==> config.mk <==
export PLATFORM = sky130hd
export DESIGN_NAME = inst_fetch_unit
export DESIGN_NICKNAME = d
export VERILOG_FILES = /design/src/rtl/fetch_pkg.sv /design/src/rtl/inst_align.sv /design/src/rtl/inst_fetch_unit.sv
export SDC_FILE = /design/constraint.sdc
export NUM_CORES = 1
export LEC_CHECK = 0
export CORE_ASPECT_RATIO = 0.7
export CORE_MARGIN = 2
export CORE_UTILIZATION = 40
export CTS_BUF_LIST = sky130_fd_sc_hd__clkbuf_16
export CTS_CLUSTER_DIAMETER = 100
export CTS_CLUSTER_SIZE = 28
export DETAILED_ROUTE_END_ITERATION = 10
export GPL_TIMING_DRIVEN = 0
export PLACE_DENSITY_LB_ADDON = 0.15
export SYNTH_ARGS = -nofsm -noshare
export SYNTH_HDL_FRONTEND = slang
export SYNTH_HIERARCHICAL = 1
export SYNTH_SLANG_ARGS = --single-unit
export TNS_END_PERCENT = 50
==> constraint.sdc <==
create_clock -name clk -period 10.44 [get_ports clk]
set_clock_uncertainty 0.15 [all_clocks]
set_input_delay 2.088 -clock clk [delete_from_list [all_inputs] [get_ports clk]]
set_output_delay 2.088 -clock clk [all_outputs]
set_load 0.02 [all_outputs]
==> src/rtl/fetch_pkg.sv <==
// Shared types and helpers for the instruction fetch unit.
package fetch_pkg;

  typedef enum logic [2:0] {
    IDLE,
    RD0,
    WT0,
    RD1,
    WT1,
    RESP
  } state_t;

  localparam logic [31:0] NOP_INST = 32'h0000_0013;

  // A halfword starts a compressed instruction unless its two low bits are 11.
  function automatic logic is_rvc(input logic [15:0] h);
    return h[1:0] != 2'b11;
  endfunction

endpackage

==> src/rtl/inst_align.sv <==
// Extracts the instruction at a halfword-aligned PC from one or two memory words.
// word_hi only needs the low half of the following word, which is all a
// straddling instruction ever consumes.
module inst_align
  import fetch_pkg::*;
(
  input  logic [31:0] word_lo,
  input  logic [15:0] word_hi,
  input  logic        pc1,
  input  logic        straddle,
  output logic [31:0] inst,
  output logic        compressed
);

  // Select the halfword(s) that make up the instruction and flag 16-bit ones.
  always_comb begin
    inst       = word_lo;
    compressed = 1'b0;
    if (straddle) begin
      inst       = {word_hi, word_lo[31:16]};
      compressed = 1'b0;
    end else if (pc1) begin
      inst       = {16'h0000, word_lo[31:16]};
      compressed = 1'b1;
    end else if (is_rvc(word_lo[15:0])) begin
      inst       = {16'h0000, word_lo[15:0]};
      compressed = 1'b1;
    end
  end

endmodule

==> src/rtl/inst_fetch_unit.sv <==
// Instruction fetch responder: one-word buffer, halfword alignment and a second
// word read for 32-bit instructions that straddle a word boundary.
module inst_fetch_unit #(
  parameter int          MEM_AW   = 10,
  parameter logic [31:0] NOP_INST = fetch_pkg::NOP_INST
) (
  input  logic              clk,
  input  logic              rst,
  input  logic              req_valid,
  input  logic [31:0]       req_pc,
  input  logic              flush,
  output logic              mem_en,
  output logic [MEM_AW-1:0] mem_addr,
  input  logic [31:0]       mem_rdata,
  output logic              rsp_valid,
  output logic [31:0]       rsp_inst,
  output logic [31:0]       rsp_pc,
  output logic              rsp_compressed,
  output logic              busy
);

  import fetch_pkg::*;

  state_t            state;
  logic [31:0]       buf_data;
  logic [MEM_AW-1:0] buf_tag;
  logic              buf_valid;
  logic [15:0]       hold_hi;
  logic [31:0]       pc_q;

  logic [MEM_AW-1:0] w_req;
  logic [MEM_AW-1:0] w_req_nxt;
  logic [MEM_AW-1:0] w_cur;
  logic [MEM_AW-1:0] w_cur_nxt;
  logic              hit;

  logic [31:0]       al_lo;
  logic [15:0]       al_hi;
  logic              al_pc1;
  logic              al_straddle;
  logic [31:0]       al_inst;
  logic              al_comp;

  assign w_req     = req_pc[MEM_AW+1:2];
  assign w_req_nxt = w_req + MEM_AW'(1);
  assign w_cur     = pc_q[MEM_AW+1:2];
  assign w_cur_nxt = w_cur + MEM_AW'(1);
  assign hit       = buf_valid && (buf_tag == w_req);
  assign busy      = req_valid & ~rsp_valid;

  // Feed the aligner from the buffer (hit path), fresh memory data (after a
  // first read) or the saved upper half plus fresh data (after a second read).
  always_comb begin
    al_lo  = buf_data;
    al_hi  = mem_rdata[15:0];
    al_pc1 = pc_q[1];
    case (state)
      IDLE: begin
        al_lo  = buf_data;
        al_pc1 = req_pc[1];
      end
      WT0:     al_lo = mem_rdata;
      WT1:     al_lo = {hold_hi, 16'h0000};
      default: al_lo = buf_data;
    endcase
    al_straddle = al_pc1 & ~is_rvc(al_lo[31:16]);
  end

  inst_align u_align (
    .word_lo    (al_lo),
    .word_hi    (al_hi),
    .pc1        (al_pc1),
    .straddle   (al_straddle),
    .inst       (al_inst),
    .compressed (al_comp)
  );

  // Fetch FSM with registered memory and response outputs.
  always_ff @(posedge clk or posedge rst) begin
    if (rst) begin
      state          <= IDLE;
      buf_data       <= '0;
      buf_tag        <= '0;
      buf_valid      <= 1'b0;
      hold_hi        <= '0;
      pc_q           <= '0;
      mem_en         <= 1'b0;
      mem_addr       <= '0;
      rsp_valid      <= 1'b0;
      rsp_inst       <= NOP_INST;
      rsp_pc         <= '0;
      rsp_compressed <= 1'b0;
    end else begin
      rsp_valid <= 1'b0;
      mem_en    <= 1'b0;
      if (flush) begin
        state <= IDLE;
      end else begin
        case (state)
          IDLE: begin
            if (req_valid) begin
              pc_q <= req_pc;
              if (hit && !al_straddle) begin
                state          <= RESP;
                rsp_valid      <= 1'b1;
                rsp_inst       <= al_inst;
                rsp_compressed <= al_comp;
                rsp_pc         <= req_pc;
              end else if (hit) begin
                state    <= RD1;
                mem_en   <= 1'b1;
                mem_addr <= w_req_nxt;
              end else begin
                state    <= RD0;
                mem_en   <= 1'b1;
                mem_addr <= w_req;
              end
            end
          end
          RD0: state <= WT0;
          WT0: begin
            buf_data  <= mem_rdata;
            buf_tag   <= w_cur;
            buf_valid <= 1'b1;
            if (al_straddle) begin
              state    <= RD1;
              mem_en   <= 1'b1;
              mem_addr <= w_cur_nxt;
            end else begin
              state          <= RESP;
              rsp_valid      <= 1'b1;
              rsp_inst       <= al_inst;
              rsp_compressed <= al_comp;
              rsp_pc         <= pc_q;
            end
          end
          RD1: begin
            hold_hi <= buf_data[31:16];
            state   <= WT1;
          end
          WT1: begin
            buf_data       <= mem_rdata;
            buf_tag        <= w_cur_nxt;
            buf_valid      <= 1'b1;
            state          <= RESP;
            rsp_valid      <= 1'b1;
            rsp_inst       <= al_inst;
            rsp_compressed <= al_comp;
            rsp_pc         <= pc_q;
          end
          RESP:    state <= IDLE;
          default: state <= IDLE;
        endcase
      end
    end
  end

endmodule

==> run summary, run 1 <==
DRT antenna net count -> 0
Skew-Pair Late Insertion Delay -> 430 ps
hold path startpoint -> buf_valid$_DFFE_PP0P_
Die Span Y -> 128 µm
Root Driver -> clkbuf_16
Die X -> 181 µm
Tcrit/Tclk final -> 54.4%
Worst-path clk slew -> 70 ps
Detail Placement HPWL -> 17200 µm
leakage -> 4.84 nW
crit end category -> primary output
share of layout cells above drive strength 1 -> 30.5%
Post-CTS Hold Buffers -> 0
Seq/Total Area, Yosys -> 48.9%
first-pass GRT wire length -> 37600 µm
top cells by count, synth -> dfrtp_1, mux2_2, nand2_1
Min-Delay Path Depth -> 1
Yosys Warn Count -> 6
H-tree levels -> 4
DRT iter0 DRCs -> 489
unrepaired setup endpoints after global routing -> false
row count -> 45
top post-synthesis cells by area -> dfrtp_1, mux2_2, mux2_4
mux share of post-synthesis cell area -> 28.4%
CTS tree -> yes
max-slew violations -> 0
Worst setup startpoint -> req_valid
overall power -> 2.91 mW
EDFF count, synth -> 0
Worst-Margin Slew -> 1170 ps
# fillers -> 1879
ys flop type -> dfrtp_1
initial antenna violation count -> 0
post-CTS setup buffer count -> 0
fmax -> 0.176 GHz
Slowest-stage cell, CP -> clkdlybuf4s50_1
cell mode on critical path -> clkdlybuf4s50_1
synth-to-layout area growth -> 27.9%
routed wire length -> 23800 µm
Flop pwr share -> 37.6%
cells after synthesis -> 699
post-synth top area cell -> dfrtp_1
Synth cell types -> 50
sw frac -> 33.5%
ys async rst share -> 100%
CTS sink cnt -> 171
largest net degree at the start of global routing -> 97
CTS resizes -> 0
Hold Path Class -> reg2reg
Min-Delay Endpoint -> buf_valid$_DFFE_PP0P_
Final WS setup -> 4760 ps
Via Count -> 6200
Post-Synth XOR/XNOR Area -> 3.30%
Synth Register Bits -> 171
Critical R2R Capture -> rsp_inst[30]$_DFFE_PP0P_
crit path max fanout -> 4
Syn Area/Cell -> 12.5 µm²
Post-Synthesis Cell Area -> 0.00876 mm²
crit-path max cell delay -> 610 ps
Comb pwr share -> 38.7%
Clk pwr share -> 23.7%
GR Overflow Total -> 0
Worst Path Arrival -> 3440 ps
Slew HR -> 21.5%
reg-to-reg slack, setup -> 6390 ps
Pint -> 1.94 mW
vias in the first global route -> 6532
post-route setup TNS -> 0 ps
Worst Path Buf+Inv -> 2
Starting Density -> 40.6%
Final Hold Fails -> 0
vias per cell -> 5.36
top-count cell post-synth -> dfrtp_1
critical path class -> in2out
Die Area -> 0.0231 mm²
CP Data Required Time -> 8200 ps
cell breakdown of the critical path -> clkdlybuf4s50_1 -> nor2b_1 -> clkdlybuf4s50_1
Core Area -> 0.0216 mm²
Layout Cells excl Fill -> 1157
CP startpoint kind -> input port
Power Dens Cells -> 260 mW/mm²
Ports -> 146
ant diodes -> 0
adder-cell share of the synthesized area -> 0.286%
CTS Buf Count -> 17
main combinational cell family by area after synthesis -> multiplexers
total track usage -> 21.4%
max cap viols -> 0
endpoints failing setup -> 0
IO Port Bufs -> 143
Synth top area share -> 48.0%
R2R depth -> 10
Bufs on Longest Clock Path -> 2
Synth Area in Compound Gates -> 7.30%
worst reg2reg path startpoint -> state[1]$_DFFE_PP0P_
Layout Nets -> 932
delay-heaviest family, CP -> buffers and inverters
post-DR wirelength/cell -> 20.6 µm
Synthesized Nets -> 769
placed insts -> 1125
status -> finished, final reports clean
1st-pass router iterations -> 5
switching pwr -> 0.975 mW
VDD IR max -> 0.110 mV
Post-Synth Simple-Gate Area -> 8.42%
Setup WS pre-CTS -> 4790 ps
# DRC -> 0
worst-case hold slack -> 331 ps
routability cong. -> 0.887
min Tclk post-route -> 5680 ps
-- worst max path at each step --
stage                                    to  depth (start not counted)
floorplan           buf_data[0]$_DFFE_PP0P_                          1
global placement     rsp_pc[16]$_DFFE_PP0P_                          2
detailed placement                     busy                          3
CTS                                    busy                          3
global route                           busy                          3
finish                                 busy                          3
-- placed cells by master, fill, tap and decap left out, types with 16 or more instances in the layout --
cell type	instances
nand2b_1	17
nor2_1	26
clkbuf_16	17
mux2_4	49
mux2_2	153
dfrtp_1	168
a22o_1	16
clkbuf_1	21
xnor2_1	26
a21oi_1	17
o21ai_0	28
clkdlybuf4s50_1	143
nand2_1	51
-- routing by layer --
metal / up-vias / GRT usage [%] / part of all wire (%) / routed length (µm)
li1: 2830 / - / - / -
met1: 3128 / 32.3 / 51 / 12100
met5: - / 0 / 0 / 0
met3: 31 / 5.34 / 6.0 / 1440
met2: 211 / 30.4 / 42 / 10000
met4: 0 / 5.36 / 1.1 / 271
-- power by group through the flow --
| stage | Clock (mW) | Sequential [mW] | Combinational [mW] |
|---|---|---|---|
| final | 0.690 | 1.09 | 1.13 |
| after global routing | 0.741 | 1.13 | 1.21 |
| after CTS | 0.705 | 1.09 | 1.14 |
| after detailed placement | 0 | 1.10 | 1.13 |
| after global placement | 0 | 1.08 | 1.11 |
| after floorplan | 0 | 1.22 | 0.549 |
-- flip-flops by register name, summed over array words and instances (netlist names), 3 cells and up --
register / flops
rsp_inst: 32
state: 3
mem_addr: 10
rsp_pc: 32
pc_q: 32
buf_tag: 10
buf_data: 32
hold_hi: 16
-- worst register-to-register path, cell delays in order (launching register included) --
cell	delay, ps
dfrtp_1	350
buf_2	180
nor3b_4	210
nor2_2	620
clkbuf_1	620
clkbuf_1	550
a22o_1	240
nand3b_1	320
clkbuf_2	350
o21ai_0	240
mux2_4	170
-- cell type report --
cell class	count	area, µm²	area share, %
repair buffers	144	1460	13.0
clock buffers	17	425	3.80
clock inverters	15	203	1.81
well taps	282	353	3.15
plain buffers	43	280	2.50
multi-input cells	480	4180	37.3
flip-flops and latches	171	4280	38.2
inverters	5	26.3	0.234
-- through the flow --
step	utilization (%)	area, µm²
after floorplan	-	8760
after global placement	48.9	10500
after detailed placement	49.1	10600
after CTS	52.0	11200
after global routing	52.0	11200
final	52.0	11200
-- cells by family (layout without fill, tap and decap cells) --
family / Yosys count / in the layout
xor+xnor: 33 / 33
flops: 171 / 171
fa+ha+maj: 2 / 2
compound gates: 96 / 96
simple gates: 144 / 144
buf+inv: 48 / 224
mux: 205 / 205
Power figures use the tool's default switching activity.
==> inputs of run 2 (changes only) <==
- clock period: 10.44 -> 4.7 ns (I/O delays scaled with it)
==> run summary, run 2 (synthesis gave the netlist of run 1 again) <==
Tcrit/Tclk final -> 85.0%
Final Instance Area -> 0.0112 mm² (+0.27%)
CTS tree -> yes
Worst Path Arrival -> 4220 ps (+780 ps)
Die X -> 181 µm (unchanged)
row count -> 45 (unchanged)
Bufs on Longest Clock Path -> 2 (unchanged)
crit end category -> register
# fillers -> 1831 (-2.6%)
Worst-path clk slew -> 70 ps (about the same)
CTS Buf Count -> 17 (unchanged)
met3 track demand over resource -> 4.60% (-0.74 points)
crit path max fanout -> 10 (+6)
DRT antenna net count -> 0 (unchanged)
Die Span Y -> 128 µm (unchanged)
post-route setup TNS -> 0 ps (unchanged)
unrepaired setup endpoints after global routing -> false
register area -> 0.00428 mm² (unchanged)
worst reg2reg path startpoint -> state[1]$_DFFE_PP0P_
routed wire length -> 23400 µm (-1.6%)
placed inst area -> 0.0107 mm² (+0.72%)
met2 usage -> 29.5% (-0.89 points)
Layout Nets -> 936 (+0.43%)
first-pass GRT wire length -> 36600 µm (-2.6%)
most frequent cells in the layout -> dfrtp_1, mux2_2, clkdlybuf4s50_1
Power Dens Cells -> 565 mW/mm² (+120%)
vias in the first global route -> 6415 (-1.8%)
delay-heaviest family, CP -> buffers and inverters
ant diodes -> 0 (unchanged)
post-DR wirelength/cell -> 20.2 µm (-2.0%)
routability cong. -> 0.838 (-5.5%)
initial antenna violation count -> 0 (unchanged)
CTS resizes -> 0 (unchanged)
commonest non-fill, non-tap cell in the layout -> dfrtp_1
GR Overflow Total -> 0 (unchanged)
Slew HR -> 39.9% (+18 points)
Post-CTS Hold Buffers -> 0 (unchanged)
Hold Path Class -> reg2reg
post-CTS setup buffer count -> 0 (unchanged)
Die Area -> 0.0231 mm² (unchanged)
Ports -> 146 (unchanged)
Starting Density -> 40.6% (unchanged)
CP startpoint kind -> register
Slowest-stage cell, CP -> clkbuf_1
cell breakdown of the critical path -> buf_2 -> nor3b_4 -> nor2_2 -> clkbuf_1 -> clkbuf_1 -> a22o_1 -> nand3b_1 -> clkbuf_2 -> o21ai_0 -> mux2_4
max cap viols -> 0 (unchanged)
Worst Path Buf+Inv -> 4 (+2)
Core Area -> 0.0216 mm² (unchanged)
Worst setup startpoint -> state[1]$_DFFE_PP0P_
total track usage -> 20.6% (-0.75 points)
IO Port Bufs -> 143 (unchanged)
1st-pass router iterations -> 5 (unchanged)
CP Data Required Time -> 4930 ps (-3270 ps)
Via Count -> 6275 (+1.2%)
share of layout cells above drive strength 1 -> 30.7% (+0.20 points)
GRT Max-Usage Layer -> met1
status -> finished, final reports clean
Detail Placement HPWL -> 17100 µm (-0.11%)
hold path startpoint -> pc_q[21]$_DFFE_PP0P_
max-slew violations -> 0 (unchanged)
endpoints failing setup -> 0 (unchanged)
# DRC -> 0 (unchanged)
critical path class -> reg2reg
leakage -> 4.85 nW (+0.13%)
synth-to-layout area growth -> 28.3%
H-tree levels -> 4 (unchanged)
GR Layer Usage met1 -> 30.9% (-1.4 points)
footprint of the multi-input gates -> 0.00419 mm² (+0.12%)
Root Driver -> clkbuf_16
crit-path max cell delay -> 580 ps (-30 ps)
VDD IR max -> 0.253 mV (+130%)
fmax -> 0.250 GHz
DRT iter0 DRCs -> 444 (-9.2%)
vias per cell -> 5.40 (+0.86%)
Final Hold Fails -> 0 (unchanged)
Skew-Pair Late Insertion Delay -> 430 ps (about the same)
cell mode on critical path -> clkbuf_1
Worst-Margin Slew -> 901 ps (-268 ps)
largest net degree at the start of global routing -> 42 (-57%)
min Tclk post-route -> 3990 ps
CTS sink cnt -> 171 (unchanged)
## run 2: cell count changes in the layout (fill, tap and decap cells not counted), sizes merged
cell	delta
buf	+4
bufinv	-1
clkinv	+3
clkinvlp	+3
inv	-5
## run 2: worst reg2reg max path: stages (launching register included)
cell,delay (ps)
dfrtp_1,360
buf_2,180
nor3b_4,210
nor2_2,570
clkbuf_1,580
clkbuf_1,540
a22o_1,260
nand3b_1,330
clkbuf_2,350
o21ai_0,240
mux2_4,170
## run 2: through the flow
stage / cells / setup WS, ps / util (%) / total power [mW] / hold slack, ps
after floorplan: 699 / 1430 / - / 3.93 / 289
after global placement: 1124 / 12.0 / 48.9 / 4.87 / 314
after detailed placement: 1129 / 723 / 49.4 / 4.96 / 336
after CTS: 1161 / 799 / 52.1 / 6.39 / 354
after global routing: 1161 / 595 / 52.1 / 6.68 / 367
final: 1161 / 705 / 52.1 / 6.35 / 355
## run 2: cell type report
cell class              count  area share, %
multi-input cells         480           37.2
plain buffers              43           2.49
clock inverters            15           1.35
inverters                   5          0.200
clock buffers              17           3.78
repair buffers            148           13.7
well taps                 282           3.14
flip-flops and latches    171           38.1
## run 2: power by group
part | switching [mW] | total, mW | internal (mW)
Combinational | 1.12 | 2.51 | 1.39
Clock | 0.629 | 1.41 | 0.785
Sequential | 0.376 | 2.43 | 2.05
## run 2: per-layer routing
layer  vias to the layer above  wire length (µm)
met2                       237              9750
met3                        30              1420
li1                       2842                 -
met4                         0               363
met5                         -                 0
met1                      3166             11900
## run 2: worst paths after layout
check	cells after the start	endpoint	slack, ps
worst max register to register	10	rsp_inst[30]$_DFFE_PP0P_	710
max in group asynchronous	5	rsp_pc[24]$_DFFE_PP0P_	2650
worst min register to register	1	pc_q[21]$_DFFE_PP0P_	350
min in group asynchronous	2	buf_data[18]$_DFFE_PP0P_	750
worst min-delay path	1	pc_q[21]$_DFFE_PP0P_	350
worst max-delay path	10	rsp_inst[30]$_DFFE_PP0P_	710
